## src/rtl/dataint_parity_stream.sv

```systemverilog
// Streaming per-chunk parity generator/checker with a one-deep valid/ready
// output register, sticky error flags, saturating error counter and first-error capture.
module dataint_parity_stream #(
  parameter int CHUNKS    = 4,
  parameter int WIDTH     = 32,
  parameter int CNT_WIDTH = 16
) (
  input  logic                 i_clk,
  input  logic                 i_rst,
  input  logic                 i_valid,
  output logic                 o_ready,
  input  logic [WIDTH-1:0]     i_data,
  input  logic [CHUNKS-1:0]    i_parity,
  input  logic                 i_parity_type,
  input  logic                 i_check_en,
  output logic                 o_valid,
  input  logic                 i_ready,
  output logic [WIDTH-1:0]     o_data,
  output logic [CHUNKS-1:0]    o_parity,
  output logic [CHUNKS-1:0]    o_error,
  input  logic                 i_clear,
  output logic [CHUNKS-1:0]    o_err_sticky,
  output logic [CNT_WIDTH-1:0] o_err_count,
  output logic [CHUNKS-1:0]    o_first_err,
  output logic                 o_first_err_vld
);

  localparam int CS = WIDTH / CHUNKS;

  logic [CHUNKS-1:0]    w_raw;
  logic [CHUNKS-1:0]    w_par;
  logic [CHUNKS-1:0]    w_err;
  logic                 w_accept;
  logic                 w_any_err;

  logic                 r_valid;
  logic [WIDTH-1:0]     r_data;
  logic [CHUNKS-1:0]    r_par;
  logic [CHUNKS-1:0]    r_err;
  logic [CHUNKS-1:0]    r_sticky;
  logic [CNT_WIDTH-1:0] r_cnt;
  logic [CHUNKS-1:0]    r_first;
  logic                 r_first_vld;

  // XOR reduction per chunk; the last chunk absorbs the remainder bits.
  for (genvar k = 0; k < CHUNKS; k++) begin : g_chunk
    localparam int LO = k * CS;
    localparam int HI = (k == CHUNKS - 1) ? WIDTH - 1 : (k + 1) * CS - 1;
    assign w_raw[k] = ^i_data[HI:LO];
  end

  assign w_par     = i_parity_type ? w_raw : ~w_raw;
  assign w_err     = i_check_en ? (w_par ^ i_parity) : '0;
  assign w_any_err = |w_err;
  assign o_ready   = ~r_valid | i_ready;
  assign w_accept  = i_valid & o_ready;

  // Output stage: load on accept, drain when downstream takes the beat.
  always_ff @(posedge i_clk or posedge i_rst) begin
    if (i_rst) begin
      r_valid <= 1'b0;
      r_data  <= '0;
      r_par   <= '0;
      r_err   <= '0;
    end else if (w_accept) begin
      r_valid <= 1'b1;
      r_data  <= i_data;
      r_par   <= w_par;
      r_err   <= w_err;
    end else if (i_ready) begin
      r_valid <= 1'b0;
    end
  end

  // Error statistics; a clear overrides any error in the same cycle.
  always_ff @(posedge i_clk or posedge i_rst) begin
    if (i_rst) begin
      r_sticky    <= '0;
      r_cnt       <= '0;
      r_first     <= '0;
      r_first_vld <= 1'b0;
    end else if (i_clear) begin
      r_sticky    <= '0;
      r_cnt       <= '0;
      r_first     <= '0;
      r_first_vld <= 1'b0;
    end else if (w_accept && w_any_err) begin
      r_sticky <= r_sticky | w_err;
      if (r_cnt != {CNT_WIDTH{1'b1}}) begin
        r_cnt <= r_cnt + CNT_WIDTH'(1);
      end
      if (!r_first_vld) begin
        r_first     <= w_err;
        r_first_vld <= 1'b1;
      end
    end
  end

  assign o_valid         = r_valid;
  assign o_data          = r_data;
  assign o_parity        = r_par;
  assign o_error         = r_err;
  assign o_err_sticky    = r_sticky;
  assign o_err_count     = r_cnt;
  assign o_first_err     = r_first;
  assign o_first_err_vld = r_first_vld;

endmodule

```

## config.mk

```make
export PLATFORM = sky130hd
export DESIGN_NAME = dataint_parity_stream
export DESIGN_NICKNAME = d
export VERILOG_FILES = /design/src/rtl/dataint_parity_stream.sv
export SDC_FILE = /design/constraint.sdc
export NUM_CORES = 1
export LEC_CHECK = 0
export BUFFER_PORTS_ARGS = -buffer_cell sky130_fd_sc_hd__clkbuf_2
export CAP_MARGIN = 20
export CORE_MARGIN = 2
export CORE_UTILIZATION = 46
export CTS_BUF_LIST = sky130_fd_sc_hd__clkbuf_4 sky130_fd_sc_hd__clkbuf_8 sky130_fd_sc_hd__clkbuf_16
export CTS_CLUSTER_SIZE = 40
export DETAILED_ROUTE_END_ITERATION = 8
export PLACE_DENSITY_LB_ADDON = 0.08
export SLEW_MARGIN = 10
export SYNTH_ARGS = -nofsm -noshare
export SYNTH_HDL_FRONTEND = slang
export SYNTH_SLANG_ARGS = --single-unit
```

## constraint.sdc

```tcl
create_clock -name i_clk -period 2.04 [get_ports i_clk]
set_input_delay 0.102 -clock i_clk [delete_from_list [all_inputs] [get_ports i_clk]]
set_output_delay 0.102 -clock i_clk [all_outputs]
set_load 0.01 [all_outputs]
```

==> impl_metrics.csv <==
group,metric,value,unit
hold_path,hold_class,"in2reg",
sta,slew_viol_final,0,
synthesis,syn_area_per_cell,12.5,sq um
sta,fin_worst_skew,0.00507,ns
sta,relSlewSlack,0.596,
die,core_area,6870,sq um
grt,antenna_found_initial,0,
sta,min_period,1.93,ns
synthesis,synth_ff_type,"dfrtp_1",
clocking,cts_root_buffer,"clkbuf_8",
critical_path,worstSetupStartpointType,"register",
sta,finalSetupViolCount,0,
place,portBuffers,109,
final_layout,final_common_cell,"clkbuf_2",
final_layout,nets,439,
grt,grt_max_degree,67,
die,die_area,7870,sq um
die,die_y,88.7,um
synthesis,synth.distinct_cells,40,
clocking,cts_buffer_depth,2,
clocking,cts-htree-levels,3,
synthesis,synthArstFlopShare,1.00,
power_and_ir_drop,p_per_area,899,nW/um^2
synthesis,synth_edf_count,0,
critical_path,crit_type,"reg2reg",
clocking,cts_buffers,9,
power_and_ir_drop,finalPower,3930,uW
clocking,cts_tree,"yes",
final_layout,drive_above_1_share,0.503,
die,start_util,0.481,
synthesis,netlist_area,3300,sq um
synthesis,ys_seq_area_frac,0.500,
detailed_routing,wl,7300,um
detailed_routing,drtIter0Drc,98,
critical_path,cp-end-kind,"register",
synthesis,yosys_warnings,0,
final_layout,final_cell_mix,"109 x clkbuf_2, 64 x dfrtp_1, 27 x mux2_2",
detailed_routing,num_vias,2466,
flow_run,max_cap_viol_count,0,
grt,grt_pass1_vias,2441,
sta,hold_viol,0,
critical_path,crit_arrival,2.14,ns
critical_path,r2r_cells,6,
detailed_routing,drt_pre_antenna_iters,4,
final_layout,final_area,4370,sq um
detailed_routing,drc,0,
grt,grt-ovfl-total,0,
final_layout,area_delta_synth_final,32.3,%
synthesis,syn_nets,308,
synthesis,synthesis.instances,264,
detailed_routing,ant_nets,0,
critical_path,cp_data_required_time,2.25,ns
die,rows,30,
grt,grt_pass1_wl,11800,um
sta,max_clock_freq,0.519,GHz
status,status,"finished clean",
place,routabilityCongestion,0.775,
sta,rsz0062_at_grt,"true",
clocking,clock_latency,0.33,ns
die,ios,110,
place,place_area,4100,sq um
critical_path,crit_path_start,"o_err_count[7]",
critical_path,r2r_start,"o_err_count[7]",
synthesis,ys_ff_latch,66,
final_layout,diodes,0,
grt,grt.total_usage,0.196,
clocking,cts.clk_slew.worst_paths,0.07,ns
clocking,cts_num_sinks,66,
die,die_w,88.7,um
place,place_hpwl,5350,um
detailed_routing,wire_per_inst,14.7,um
critical_path,r2r_end,"o_err_count[4]",
detailed_routing,vias_per_cell,4.97,
sta,min_period_over_period,0.944,
power_and_ir_drop,vdd_drop_max,519,uV
critical_path,endpoint,"o_err_count[4]",
critical_path,r2r_slack,0.11,ns
sta,worst_pin_slew,0.605,ns
power_and_ir_drop,p_leak,0.00214,uW
critical_path,crit_fanout,6,
==> worst max-delay path, cell delays in order (launching register included) <==
cell and delay, ns:
dfrtp_2 0.43, and4_1 0.27, nand4_1 0.21, o311ai_4 0.35
a21oi_4 0.09, nand4_1 0.13, mux2_1 0.34
==> flip-flops by register name, summed over array words and instances, names as in the netlist <==
name / cells
o_data: 32
o_err_count: 16
o_err_sticky: 4
o_error: 4
o_first_err: 4
o_parity: 4
o_first_err_vld: 1
o_valid: 1
==> through the flow <==
stage	setup TNS [ns]	utilization	cells	hold slack, ns	setup WS, ns
floorplan	-0.225	-	264	0.234	-0.114
global placement	-3.39	0.596	479	0.191	-0.235
CTS	0	0.632	496	0.00355	0.0302
global route	-0.0264	0.636	496	0.00181	-0.0125
detailed placement	-3.80	0.596	479	0.191	-0.275
finish	0	0.636	496	0.0149	0.114
==> cells by family (layout without fill, tap and decap cells) <==
logic type | Yosys count | count (layout) | synth area share
flops | 66 | 66 | 0.500
simple gates | 62 | 62 | 0.0917
xor+xnor | 42 | 42 | 0.155
mux | 36 | 36 | 0.124
compound gates | 31 | 31 | 0.0914
buf+inv | 26 | 162 | 0.0345
fa+ha+maj | 1 | 1 | 0.00379
==> worst min-delay path by stage <==
stage / from / end / slack, ns / cells after the start
after CTS: i_data[24] / o_data[24] / 0.004 / 2
after floorplan: i_data[16] / o_data[16] / 0.23 / 1
after global placement: i_rst / o_data[0] / 0.19 / 3
final: i_data[24] / o_data[24] / 0.01 / 2
after detailed placement: i_rst / o_data[27] / 0.19 / 3
after global routing: i_data[16] / o_data[16] / 0.002 / 2
==> cell type report <==
cell class | instances | area, sq um
clock buffers | 12 | 165
clock inverters | 4 | 72.6
fillers | 599 | 2500
inverters | 13 | 48.8
multi-input cells | 172 | 1560
flip-flops and latches | 66 | 1650
well taps | 96 | 120
repair buffers | 133 | 744
==> report_power, final <==
part           total (uW)  switching [uW]  internal (uW)
sequential           1570            92.7           1480
combinational        1080             546            534
clock                1280             489            786
==> repair_timing <==
action / CTS / global route
resized for setup: 0 / 4
hold buffers: 1 / 0
buffers inserted: 0 / 0
hold endpoints to repair: 66 / 0
setup endpoints to repair: 0 / 13
==> per-layer routing <==
metal  share of wire  track usage
met1            0.44        0.258
met2            0.48        0.313
met3           0.067       0.0597
met4          0.0099       0.0579
met5               0            0
==> Yosys cell counts (2+ instances only) <==
library cell	count	share of area
nor2_1	18	0.020
o21ai_0	2	0.0030
nand3_1	5	0.0076
nor2b_1	3	0.0057
inv_1	13	0.015
buf_6	2	0.0068
o21ai_1	3	0.0045
clkbuf_1	10	0.011
xnor2_1	20	0.053
nand4_1	7	0.013
a211oi_1	2	0.0045
mux2_1	7	0.024
xnor3_1	7	0.048
a21oi_1	7	0.011
o32ai_1	4	0.011
and3_1	3	0.0057
nand2_1	17	0.019
dfrtp_1	66	0.50
mux2_2	27	0.092
nand2b_1	3	0.0057
xnor2_2	4	0.020
a2111oi_2	7	0.032
xor2_1	10	0.027
(Power assumes the default switching activity.)
